===== src/rtl/seg7_pkg.sv =====
`default_nettype none
// ============================================================================
// Package : seg7_pkg
// Purpose : Shared types and constants for the 2-digit 7-segment count display:
//           BCD engine state encoding, active-high segment patterns for the
//           decimal digits and a nibble-to-segment decode helper.
// Revision: 1.0  initial release
// ============================================================================
package seg7_pkg;

  // BCD conversion engine states
  typedef enum logic [1:0] {
    ST_IDLE  = 2'd0,
    ST_SHIFT = 2'd1,
    ST_DONE  = 2'd2
  } bcd_state_t;

  // Segment order {g,f,e,d,c,b,a}, bit0 = a, 1 = segment lit
  localparam logic [6:0] SEG_DIGIT [0:9] = '{
    7'h3F, 7'h06, 7'h5B, 7'h4F, 7'h66,
    7'h6D, 7'h7D, 7'h07, 7'h7F, 7'h6F
  };

  localparam logic [6:0] SEG_OFF = 7'h00;

  // Number of shift steps needed for a 6-bit binary input
  localparam int BIN_W = 6;

  // Nibbles 10..15 are not decimal digits and render dark
  function automatic logic [6:0] seg_decode(input logic [3:0] digit);
    if (digit <= 4'd9) begin
      return SEG_DIGIT[digit];
    end
    return SEG_OFF;
  endfunction

endpackage : seg7_pkg
`default_nettype wire


===== src/rtl/seg7_count_display_bin2bcd_seq.sv =====
`default_nettype none
// ============================================================================
// Module  : bin2bcd_seq
// Purpose : Sequential shift-add-3 (double dabble) converter, 6-bit binary to
//           two BCD digits, one shift per clock.
// Ports   : clk   in  1  system clock
//           reset in  1  asynchronous, active-low reset
//           start in  1  request a conversion (accepted only while idle)
//           bin   in  6  binary value captured on an accepted start
//           tens  out 4  tens nibble of the working register
//           ones  out 4  ones nibble of the working register
//           busy  out 1  high while a conversion is in progress
//           done  out 1  one-cycle pulse; tens/ones hold the final result
// Revision: 1.0  initial release
// ============================================================================
module bin2bcd_seq
  import seg7_pkg::*;
(
  input  logic       clk,
  input  logic       reset,
  input  logic       start,
  input  logic [5:0] bin,
  output logic [3:0] tens,
  output logic [3:0] ones,
  output logic       busy,
  output logic       done
);

  bcd_state_t  state;
  bcd_state_t  state_next;
  logic [13:0] sh;        // {tens[3:0], ones[3:0], bin[5:0]}
  logic [13:0] sh_next;
  logic [2:0]  it;

  // State register
  always_ff @(posedge clk or negedge reset) begin
    if (!reset) begin
      state <= ST_IDLE;
    end else begin
      state <= state_next;
    end
  end

  // Next-state logic
  always_comb begin
    state_next = state;
    case (state)
      ST_IDLE:  if (start) state_next = ST_SHIFT;
      ST_SHIFT: if (it == 3'(BIN_W - 1)) state_next = ST_DONE;
      ST_DONE:  state_next = ST_IDLE;
      default:  state_next = ST_IDLE;
    endcase
  end

  // Outputs decoded from state
  always_comb begin
    busy = (state != ST_IDLE);
    done = (state == ST_DONE);
  end

  // One double-dabble step: correct each BCD nibble >= 5, then shift left
  always_comb begin
    logic [3:0] t_adj;
    logic [3:0] o_adj;
    t_adj   = sh[13:10];
    o_adj   = sh[9:6];
    if (t_adj >= 4'd5) t_adj = t_adj + 4'd3;
    if (o_adj >= 4'd5) o_adj = o_adj + 4'd3;
    sh_next = {t_adj[2:0], o_adj, sh[5:0], 1'b0};
  end

  always_ff @(posedge clk or negedge reset) begin
    if (!reset) begin
      sh <= '0;
      it <= '0;
    end else if (state == ST_IDLE && start) begin
      sh <= {8'b0, bin};
      it <= '0;
    end else if (state == ST_SHIFT) begin
      sh <= sh_next;
      it <= it + 3'd1;
    end
  end

  assign tens = sh[13:10];
  assign ones = sh[9:6];

endmodule : bin2bcd_seq
`default_nettype wire


===== src/rtl/seg7_count_display.sv =====
`default_nettype none
// ============================================================================
// Module  : seg7_count_display
// Purpose : Registers the 6-bit event count, converts it to BCD with a
//           sequential engine and drives a 2-digit multiplexed common-anode
//           7-segment display with leading-zero blanking.
// Ports   : clk   in  1  system clock
//           reset in  1  asynchronous, active-low reset
//           value in  6  binary count to display (0..63)
//           blank in  1  1 = force all anodes and segments off
//           seg   out 7  segments {g,f,e,d,c,b,a}, bit0 = a
//           an    out 2  digit enables, an[0] = ones, an[1] = tens
//           busy  out 1  high while a conversion is in progress
// Revision: 1.0  initial release
// ============================================================================
module seg7_count_display
  import seg7_pkg::*;
#(
  parameter int SCAN_DIV    = 100000,
  parameter bit SEG_ACT_LOW = 1'b1
) (
  input  logic       clk,
  input  logic       reset,
  input  logic [5:0] value,
  input  logic       blank,
  output logic [6:0] seg,
  output logic [1:0] an,
  output logic       busy
);

  localparam int               SCAN_W      = (SCAN_DIV > 1) ? $clog2(SCAN_DIV) : 1;
  localparam logic [SCAN_W-1:0] SCAN_LAST  = SCAN_W'(SCAN_DIV - 1);
  localparam logic [6:0]       SEG_PIN_OFF = SEG_ACT_LOW ? 7'h7F : 7'h00;
  localparam logic [1:0]       AN_PIN_OFF  = SEG_ACT_LOW ? 2'b11 : 2'b00;

  logic [5:0]        value_q;
  logic [5:0]        shown;
  logic [3:0]        bcd_t;
  logic [3:0]        bcd_o;
  logic [3:0]        eng_tens;
  logic [3:0]        eng_ones;
  logic              eng_done;
  logic              start;
  logic [SCAN_W-1:0] scan_cnt;
  logic              dig_sel;
  logic              scan_wrap;
  logic [6:0]        seg_ah;
  logic [1:0]        an_ah;

  // Input stage and last-converted value
  always_ff @(posedge clk or negedge reset) begin
    if (!reset) begin
      value_q <= '0;
      shown   <= '0;
    end else begin
      value_q <= value;
      // shown tracks the value the engine actually accepted, so a change that
      // arrives mid-conversion is picked up by the next idle compare
      if (start && !busy) shown <= value_q;
    end
  end

  assign start = (value_q != shown);

  bin2bcd_seq u_bcd (
    .clk   (clk),
    .reset (reset),
    .start (start),
    .bin   (value_q),
    .tens  (eng_tens),
    .ones  (eng_ones),
    .busy  (busy),
    .done  (eng_done)
  );

  // Both digits update on the same edge, so the display never shows a torn value
  always_ff @(posedge clk or negedge reset) begin
    if (!reset) begin
      bcd_t <= '0;
      bcd_o <= '0;
    end else if (eng_done) begin
      bcd_t <= eng_tens;
      bcd_o <= eng_ones;
    end
  end

  // Digit scan timer
  assign scan_wrap = (scan_cnt == SCAN_LAST);

  always_ff @(posedge clk or negedge reset) begin
    if (!reset) begin
      scan_cnt <= '0;
      dig_sel  <= 1'b0;
    end else if (scan_wrap) begin
      scan_cnt <= '0;
      dig_sel  <= ~dig_sel;
    end else begin
      scan_cnt <= scan_cnt + 1'b1;
    end
  end

  // Active-high view of the next pin state; the wrap cycle is a dark gap
  // between digits to keep the outgoing pattern from ghosting
  always_comb begin
    seg_ah = SEG_OFF;
    an_ah  = 2'b00;
    if (!blank && !scan_wrap) begin
      if (dig_sel) begin
        an_ah  = 2'b10;
        seg_ah = (bcd_t == 4'd0) ? SEG_OFF : seg_decode(bcd_t);
      end else begin
        an_ah  = 2'b01;
        seg_ah = seg_decode(bcd_o);
      end
    end
  end

  // Pin registers with board polarity applied
  always_ff @(posedge clk or negedge reset) begin
    if (!reset) begin
      seg <= SEG_PIN_OFF;
      an  <= AN_PIN_OFF;
    end else begin
      seg <= SEG_ACT_LOW ? ~seg_ah : seg_ah;
      an  <= SEG_ACT_LOW ? ~an_ah  : an_ah;
    end
  end

endmodule : seg7_count_display
`default_nettype wire


===== config.mk =====
export PLATFORM = sky130hd
export DESIGN_NAME = seg7_count_display
export DESIGN_NICKNAME = d
export VERILOG_FILES = /design/src/rtl/seg7_pkg.sv /design/src/rtl/seg7_count_display_bin2bcd_seq.sv /design/src/rtl/seg7_count_display.sv
export SDC_FILE = /design/constraint.sdc
export NUM_CORES = 1
export LEC_CHECK = 0
export ABC_AREA = 1
export BUFFER_PORTS_ARGS = -buffer_cell sky130_fd_sc_hd__buf_2
export CAP_MARGIN = 20
export CORE_MARGIN = 3
export CORE_UTILIZATION = 25
export DETAILED_ROUTE_END_ITERATION = 10
export GPL_TIMING_DRIVEN = 0
export PLACE_DENSITY = 0.49
export SLEW_MARGIN = 30
export SYNTH_ARGS = -nofsm -noshare
export SYNTH_HDL_FRONTEND = slang
export SYNTH_SLANG_ARGS = --single-unit

===== constraint.sdc =====
create_clock -name clk -period 2.4 [get_ports clk]
set_clock_uncertainty 0.05 [all_clocks]
set_input_delay 0.12 -clock clk [delete_from_list [all_inputs] [get_ports clk]]
set_output_delay 0.12 -clock clk [all_outputs]
set_load 0.05 [all_outputs]

==> qor.yml, run 1 <==
layout:
  n_fill_cell: 1415
  drive_above_1_share: 0.1463
  syn2layout_area_growth_pct: 19.79
  n_antenna_cell: 0
  nets: 481
  finalInstanceArea_mm2: 0.004135
status:
  status: "finished clean"
synth:
  yosys_warnings: 0
  synth_top_area_frac: 0.4132
  synthMuxAreaShare: 0
  synth_edf_count: 0
  synth-simple-area-share: 0.2621
  synth_top_family_by_area: "simple AND/OR/NAND/NOR gates"
  yosysUniqueCellTypes: 29
  synth-compound-area-share: 0.08336
  ys.flop_type: "dfrtp_1"
  syn_nets: 443
  synth-async-reset-ratio: 1.000
  synth_area_mm2: 0.003452
  synth_top_area_cell: "dfrtp_1"
  netlist_instances: 415
  synth-xor-area-share: 0.02537
  synth_area_per_cell_um2: 8.318
  seq_area_frac_synth: 0.4817
  synth_commonest_cells: "nand2_1, inv_1, dfrtp_1, nand3_1, o21ai_0"
  synth.most_common_cell: "nand2_1"
  synth_fa_ha_area_frac: 0.06887
  ys_ff_latch: 66
  synthTopCellsByArea: "dfrtp_1, nand2_1, ha_1"
global_routing:
  grt_pass1_vias: 2636
  grt_max_degree: 48
  antenna_found_initial: 0
  grt_util_all_layers: 0.1004
  gr-total-overflow: 0
  grt_pass1_wl_mm: 12.19
detailed_routing:
  drt-total-wl_mm: 6.785
  drc: 0
  ant_nets: 0
  num_vias: 2724
  vias_per_cell: 4.297
  drt_iter0_markers: 175
  wl_per_cell_um: 10.70
  drtPass1Iterations: 4
timing:
  relSlewSlack: 0.5414
  fin_ws_ps: 670.6
  hold_viol: 0
  setup_viol: 0
  period_needed_ps: 1729
  drv_slew: 0
  fin_crit_sh: 0.7206
  tightest_slew_ps: 685.4
  max_freq_ghz: 0.5782
  timing.setup.tns_ps: 0
  rsz0062_at_grt: "false"
placed_design:
  dp_hpwl_mm: 4.911
  place_ws_ps: 723.8
  globalplace.congestion: 0.8541
  dpl_cell_area_mm2: 0.003792
  port_buffers: 18
clocking:
  post-cts-setup-buffers: 0
  clkSinkCount: 66
  cts-root-buf: "clkbuf_16"
  cts_inserted_buffers: 9
  cts_tree: "built"
  clk_latency_ps: 320
  cts_buffer_depth: 2
  clk_pin_slew_ps: 60
  htreeDepth: 3
worst_setup_path:
  path_cells: "nor2_1 -> inv_1 -> buf_2"
  crit_required_ps: 2230
  endpoint_kind: "output pin"
  worstPathArrival_ps: 1560
  slowest_stage: "nor2_1"
  slowest_delay_ps: 530
  worstSetupStartpointType: "flip-flop"
  worstRegToRegCells: 9
  r2r-end: "seg[1]"
  critical_path_class: "flip-flop to output pin"
  cp_max_fo: 7
  cp_num_buf_inv: 2
  regToRegStartpoint: "scan_cnt[0]"
  crit_family: "simple AND/OR/NAND/NOR gates"
  r2r_slack_ps: 810
floorplan:
  core_mm2: 0.01335
  pin_count: 19
  dieArea_mm2: 0.01525
  row_count: 42
  fp.dieW_um: 123.5
  initial_core_util: 0.2586
  die_y_um: 123.5
job:
  cap_violations: 0
hold_path:
  hold_class: "input pin to async pin"
pwr:
  power.density_mw_per_mm2: 1132
  ir_worst_vdd_mv: 0.3751
  leakage_uw: 0.002025
-- cell families after synthesis --
| group | count (synthesis) |
|---|---|
| flops | 66 |
| compound gates | 55 |
| simple gates | 198 |
| buf+inv | 67 |
| xor+xnor | 10 |
| fa+ha+maj | 19 |
-- how the worst max path moves through the flow --
stage | from | endpoint | slack [ps] | cells past startpoint
final | u_bcd.state[1] | busy | 670 | 3
after global routing | u_bcd.state[1] | busy | 480 | 3
after CTS | u_bcd.state[1] | busy | 600 | 3
after detailed placement | u_bcd.state[1] | shown[1] | 720 | 4
after global placement | scan_cnt[0] | seg[1] | 780 | 9
after floorplan | u_bcd.sh[6] | u_bcd.sh[8] | 990 | 7
-- metrics by stage --
| stage | power, µW | std cells | utilization | hold WS (ps) |
|---|---|---|---|---|
| global placement | 3513 | 609 | 0.2819 | 178.1 |
| finish | 4683 | 634 | 0.3098 | 174.3 |
| floorplan | 3113 | 415 | - | -225.6 |
| CTS | 4772 | 634 | 0.3098 | 165.3 |
| detailed placement | 3568 | 610 | 0.2841 | -24.38 |
| global route | 5139 | 634 | 0.3098 | 203.5 |
-- power breakdown --
group | switching, µW | internal, µW
clock network | 465 | 689
logic | 1190 | 646
registers | 228 | 1470
-- registers in the layout, summed over array words and instances (netlist names), 2 cells and up --
| signal | cells |
|---|---|
| u_bcd.state | 2 |
| bcd_t | 4 |
| u_bcd.sh | 14 |
| value_q | 6 |
| scan_cnt | 17 |
| bcd_o | 4 |
| shown | 6 |
| seg | 7 |
| an | 2 |
| u_bcd.it | 3 |
-- what timing repair did --
item                      CTS  global route
hold buffers                8             0
gates resized for setup     0             0
hold endpoints to repair   73             0
-- final cells by class --
| type | count | area, µm² | share of cell area |
|---|---|---|---|
| Buffer | 7 | 43.79 | 0.01059 |
| Clock buffer | 10 | 229.0 | 0.05537 |
| Clock inverter | 6 | 33.78 | 0.008169 |
| Inverter | 60 | 227.7 | 0.05507 |
| Multi-Input combinational cell | 282 | 1518 | 0.3670 |
| Sequential cell | 66 | 1663 | 0.4021 |
| Tap cell | 176 | 220.2 | 0.05325 |
| Timing Repair Buffer | 27 | 200.2 | 0.04841 |
-- cells in the final DEF, fill, tap and decap left out, drive strengths merged, types with 11 or more instances in the layout --
cell type,synthesis,final
nand2,99,99
inv,60,60
dfrtp,57,57
nand3,49,49
o21ai,37,37
nor2,35,35
buf,6,25
ha,19,19
a21oi,13,13
clkbuf,1,11
-- layer usage --
| metal | global-route usage | share of wire |
|---|---|---|
| met1 | 0.1299 | 0.48 |
| met2 | 0.1624 | 0.48 |
| met3 | 0.02196 | 0.027 |
| met4 | 0.04152 | 0.015 |
| met5 | 0 | 0 |
Power figures use the tool's default switching activity.
==> inputs of run 2 (changes only) <==
--- a/config.mk
+++ b/config.mk
@@ -5,7 +5,7 @@
 export SDC_FILE = /design/constraint.sdc
 export NUM_CORES = 1
 export LEC_CHECK = 0
-export ABC_AREA = 1
+export ABC_AREA = 0
 export BUFFER_PORTS_ARGS = -buffer_cell sky130_fd_sc_hd__buf_2
 export CAP_MARGIN = 20
 export CORE_MARGIN = 3
==> constraint.sdc (replaced) <==
create_clock -name clk -period 1.6 [get_ports clk]
set_clock_uncertainty 0.05 [all_clocks]
set_input_delay 0.08 -clock clk [delete_from_list [all_inputs] [get_ports clk]]
set_output_delay 0.08 -clock clk [all_outputs]
set_load 0.05 [all_outputs]
==> run 2 against run 1 <==
The flow now finishes with violations (negative setup slack). Critical path depth grew 2. Sequential share of layout area fell by 2.0 points. Synthesized cell count shrank 26%. Global-route usage is 0.58 points lower. Wire length is 3.8% lower. Synthesized area decreased by 3.5%. Die area decreased by 3.3%. Via count is 12% lower. Worst hold slack worse by 7.7 ps. Utilization grew 3.0 points. Final cell count decreased by 15%. Non-clock buffer count increased by 18.
==> qor.yml, run 2 <==
status:
  status: "finished with violations"
  violations: "negative setup slack"
timing:
  rsz0062_at_grt: "true"
  max_freq_ghz: 0.5463
  hold_viol: 0  # unchanged
  tightest_slew_ps: 505.5  # -179.9 ps
  setup_viol: 19  # +19
  relSlewSlack: 0.6618  # +0.1204
  fin_crit_sh: 1.144
  fin_ws_ps: -230.3  # -900.9 ps
  period_needed_ps: 1830
  drv_slew: 0  # unchanged
global_routing:
  grt_pass1_vias: 2381  # -9.7%
  grt_max_degree: 39  # -19%
  gr-total-overflow: 0  # unchanged
  grt_pass1_wl_mm: 11.06  # -9.2%
  grt_util_all_layers: 0.09458  # -0.005834
  antenna_found_initial: 0  # unchanged
clocking:
  clk_latency_ps: 330  # about the same
  clk_pin_slew_ps: 50  # about the same
  cts-root-buf: "clkbuf_16"
  cts_buffer_depth: 2  # unchanged
  clkSinkCount: 66  # unchanged
  htreeDepth: 3  # unchanged
  cts_tree: "built"
  cts_inserted_buffers: 9  # unchanged
synth:
  synth.most_common_cell: "dfrtp_1"
  synth_commonest_cells: "dfrtp_1, nand2_1, nor2_1, ha_1, inv_1"
  netlist_instances: 306  # -26%
  yosys_warnings: 0  # unchanged
  ys.flop_type: "dfrtp_1"
  seq_area_frac_synth: 0.4992  # +0.01755
  synth_area_mm2: 0.003331  # -3.5%
  synth_area_per_cell_um2: 10.88  # +31%
  synth_top_area_cell: "dfrtp_1"
  yosysUniqueCellTypes: 48  # +66%
  syn_nets: 334  # -25%
  synth_top_area_frac: 0.4282  # +0.01506
  synth_edf_count: 0  # unchanged
  synthTopCellsByArea: "dfrtp_1, ha_1, dfstp_2"
  synth-async-reset-ratio: 1.000  # unchanged
  ys_ff_latch: 66  # unchanged
pwr:
  power_switching_uw: 2517  # +34%
  leakage_uw: 0.001976  # -2.4%
  pwr-share-seq: 0.363  # about the same
  combPwrFrac: 0.356  # -0.035
  power.density_mw_per_mm2: 1644  # +45%
  ir_worst_vdd_mv: 0.8148  # +120%
  pwr-share-clk: 0.281  # +0.035
  p_int_uw: 4653  # +66%
  swShare: 0.3511  # -0.05042
layout:
  reg.largest.list: "scan_cnt (17), u_bcd.sh (14), seg (7)"
  nets: 388  # -19%
  regMostFlops: "scan_cnt"
  drive_above_1_share: 0.2986  # +0.1523
  final_cell_mix: "dfrtp_1, nand2_1, ha_1, buf_2, inv_1"
  syn2layout_area_growth_pct: 30.92
  finalInstanceArea_mm2: 0.004360  # +5.4%
  n_antenna_cell: 0  # unchanged
  largest_reg_flops: 17  # unchanged
  final_common_cell: "dfrtp_1"
  n_fill_cell: 1331  # -5.9%
worst_setup_path:
  path_cells: "or4b_4 -> nor4_4 -> buf_6 -> a2111o_2 -> o22a_1"
  worstSetupStartpointType: "flip-flop"
  cp_max_fo: 7  # unchanged
  r2r_slack_ps: -230  # -1040 ps
  worstPathArrival_ps: 2050  # +490 ps
  critical_path_class: "flip-flop to flip-flop"
  crit_required_ps: 1810  # -420 ps
  slowest_stage: "or4b_4"
  slowest_delay_ps: 540  # about the same
  endpoint_kind: "flip-flop"
detailed_routing:
  drt-total-wl_mm: 6.528  # -3.8%
  drtPass1Iterations: 4  # unchanged
  drt_iter0_markers: 85  # -51%
  drc: 0  # unchanged
  vias_per_cell: 4.486  # +4.4%
  ant_nets: 0  # unchanged
  num_vias: 2409  # -12%
  wl_per_cell_um: 12.16  # +14%
floorplan:
  row_count: 41  # -2.4%
  dieArea_mm2: 0.01474  # -3.3%
  fp.dieW_um: 121.4  # -1.7%
  initial_core_util: 0.2597  # +0.001083
  die_y_um: 121.4  # -1.7%
  core_mm2: 0.01282  # -3.9%
  pin_count: 19  # unchanged
job:
  cap_violations: 0  # unchanged
placed_design:
  dp_hpwl_mm: 4.384  # -11%
  port_buffers: 18  # unchanged
  dpl_cell_area_mm2: 0.003671  # -3.2%
  globalplace.congestion: 0.7371  # -14%
  place_ws_ps: -334.9  # -1059 ps
hold_path:
  hold_class: "input pin to async pin"
run 2: changes by cell type after synthesis, sizes merged, moves of 10 or more:
cell	delta
xnor2	+13
nand3	-42
nor2	-11
mux2	+10
inv	-43
o21ai	-23
nand2	-68
run 2: path summary, 6_finish.rpt:
path	start	end	depth (start not counted)
max	scan_cnt[12]	seg[1]	5
min	reset	value_q[0]	2
max reg2reg	scan_cnt[12]	seg[1]	5
min reg2reg	dig_sel	an[1]	1
max in group asynchronous	reset	seg[4]	3
min in group clk	value[3]	value_q[3]	2
run 2: area by class of cell:
class	count	area (µm²)	share of cell area
timing repair buffer	45	367.9	0.08436
clock buffer	14	274.0	0.06284
buffer	7	58.81	0.01349
clock inverter	2	35.03	0.008034
tap	172	215.2	0.04935
inverter	17	63.81	0.01463
multi-input combinational	214	1679	0.3851
sequential	66	1667	0.3822
run 2: kinds of logic after synthesis:
kind of cell / after synthesis / share of synthesized area
AO/OA/AOI/OAI: 53 / 0.1157
XOR/XNOR: 23 / 0.06048
adder cells (fa/ha/maj): 19 / 0.07138
buffers and inverters: 26 / 0.03418
flip-flops: 66 / 0.4993
multiplexers: 15 / 0.04884
AND/OR/NAND/NOR: 104 / 0.1702
run 2: power groups by stage:
stage | Combinational (µW) | Sequential (µW) | Clock (µW)
3_5_place_dp | 2440 | 2580 | 0
2_1_floorplan | 1640 | 2800 | 0
3_3_place_gp | 2410 | 2560 | 0
4_1_cts | 2500 | 2580 | 2070
6_report | 2550 | 2600 | 2020
5_1_grt | 2890 | 2680 | 2140
run 2: per-layer routing:
metal	GRT usage	wire, µm
met5	0	0
met4	0.03571	95
met3	0.03357	234
met2	0.1451	3009
met1	0.1223	3188
run 2: stage by stage:
stage / power [µW] / utilization / hold slack, ps / std cells / setup TNS, ps
after floorplan: 4445 / - / -265.6 / 306 / -1691
after global placement: 4966 / 0.2845 / 137.8 / 496 / -8357
after detailed placement: 5024 / 0.2862 / -9.726 / 497 / -8206
after CTS: 7151 / 0.3286 / 175.8 / 530 / -3036
after global routing: 7706 / 0.3400 / 206.1 / 537 / -4377
final: 7171 / 0.3400 / 166.5 / 537 / -3522
run 2: critical path, delay by kind of cell, from the launching register on:
family	cells	cell delay [ps]
simple gates	2	830
flops	1	390
compound gates	2	320
buf+inv	1	170
run 2: what timing repair did:
item                                    CTS  global route
gates cloned                              1             0
pin swaps                                 9            11
endpoints found under the hold margin    39             0
buffers inserted                          9             8
endpoints found under the setup margin   36            39
hold buffers                              8             0
gates resized for setup                  17            22
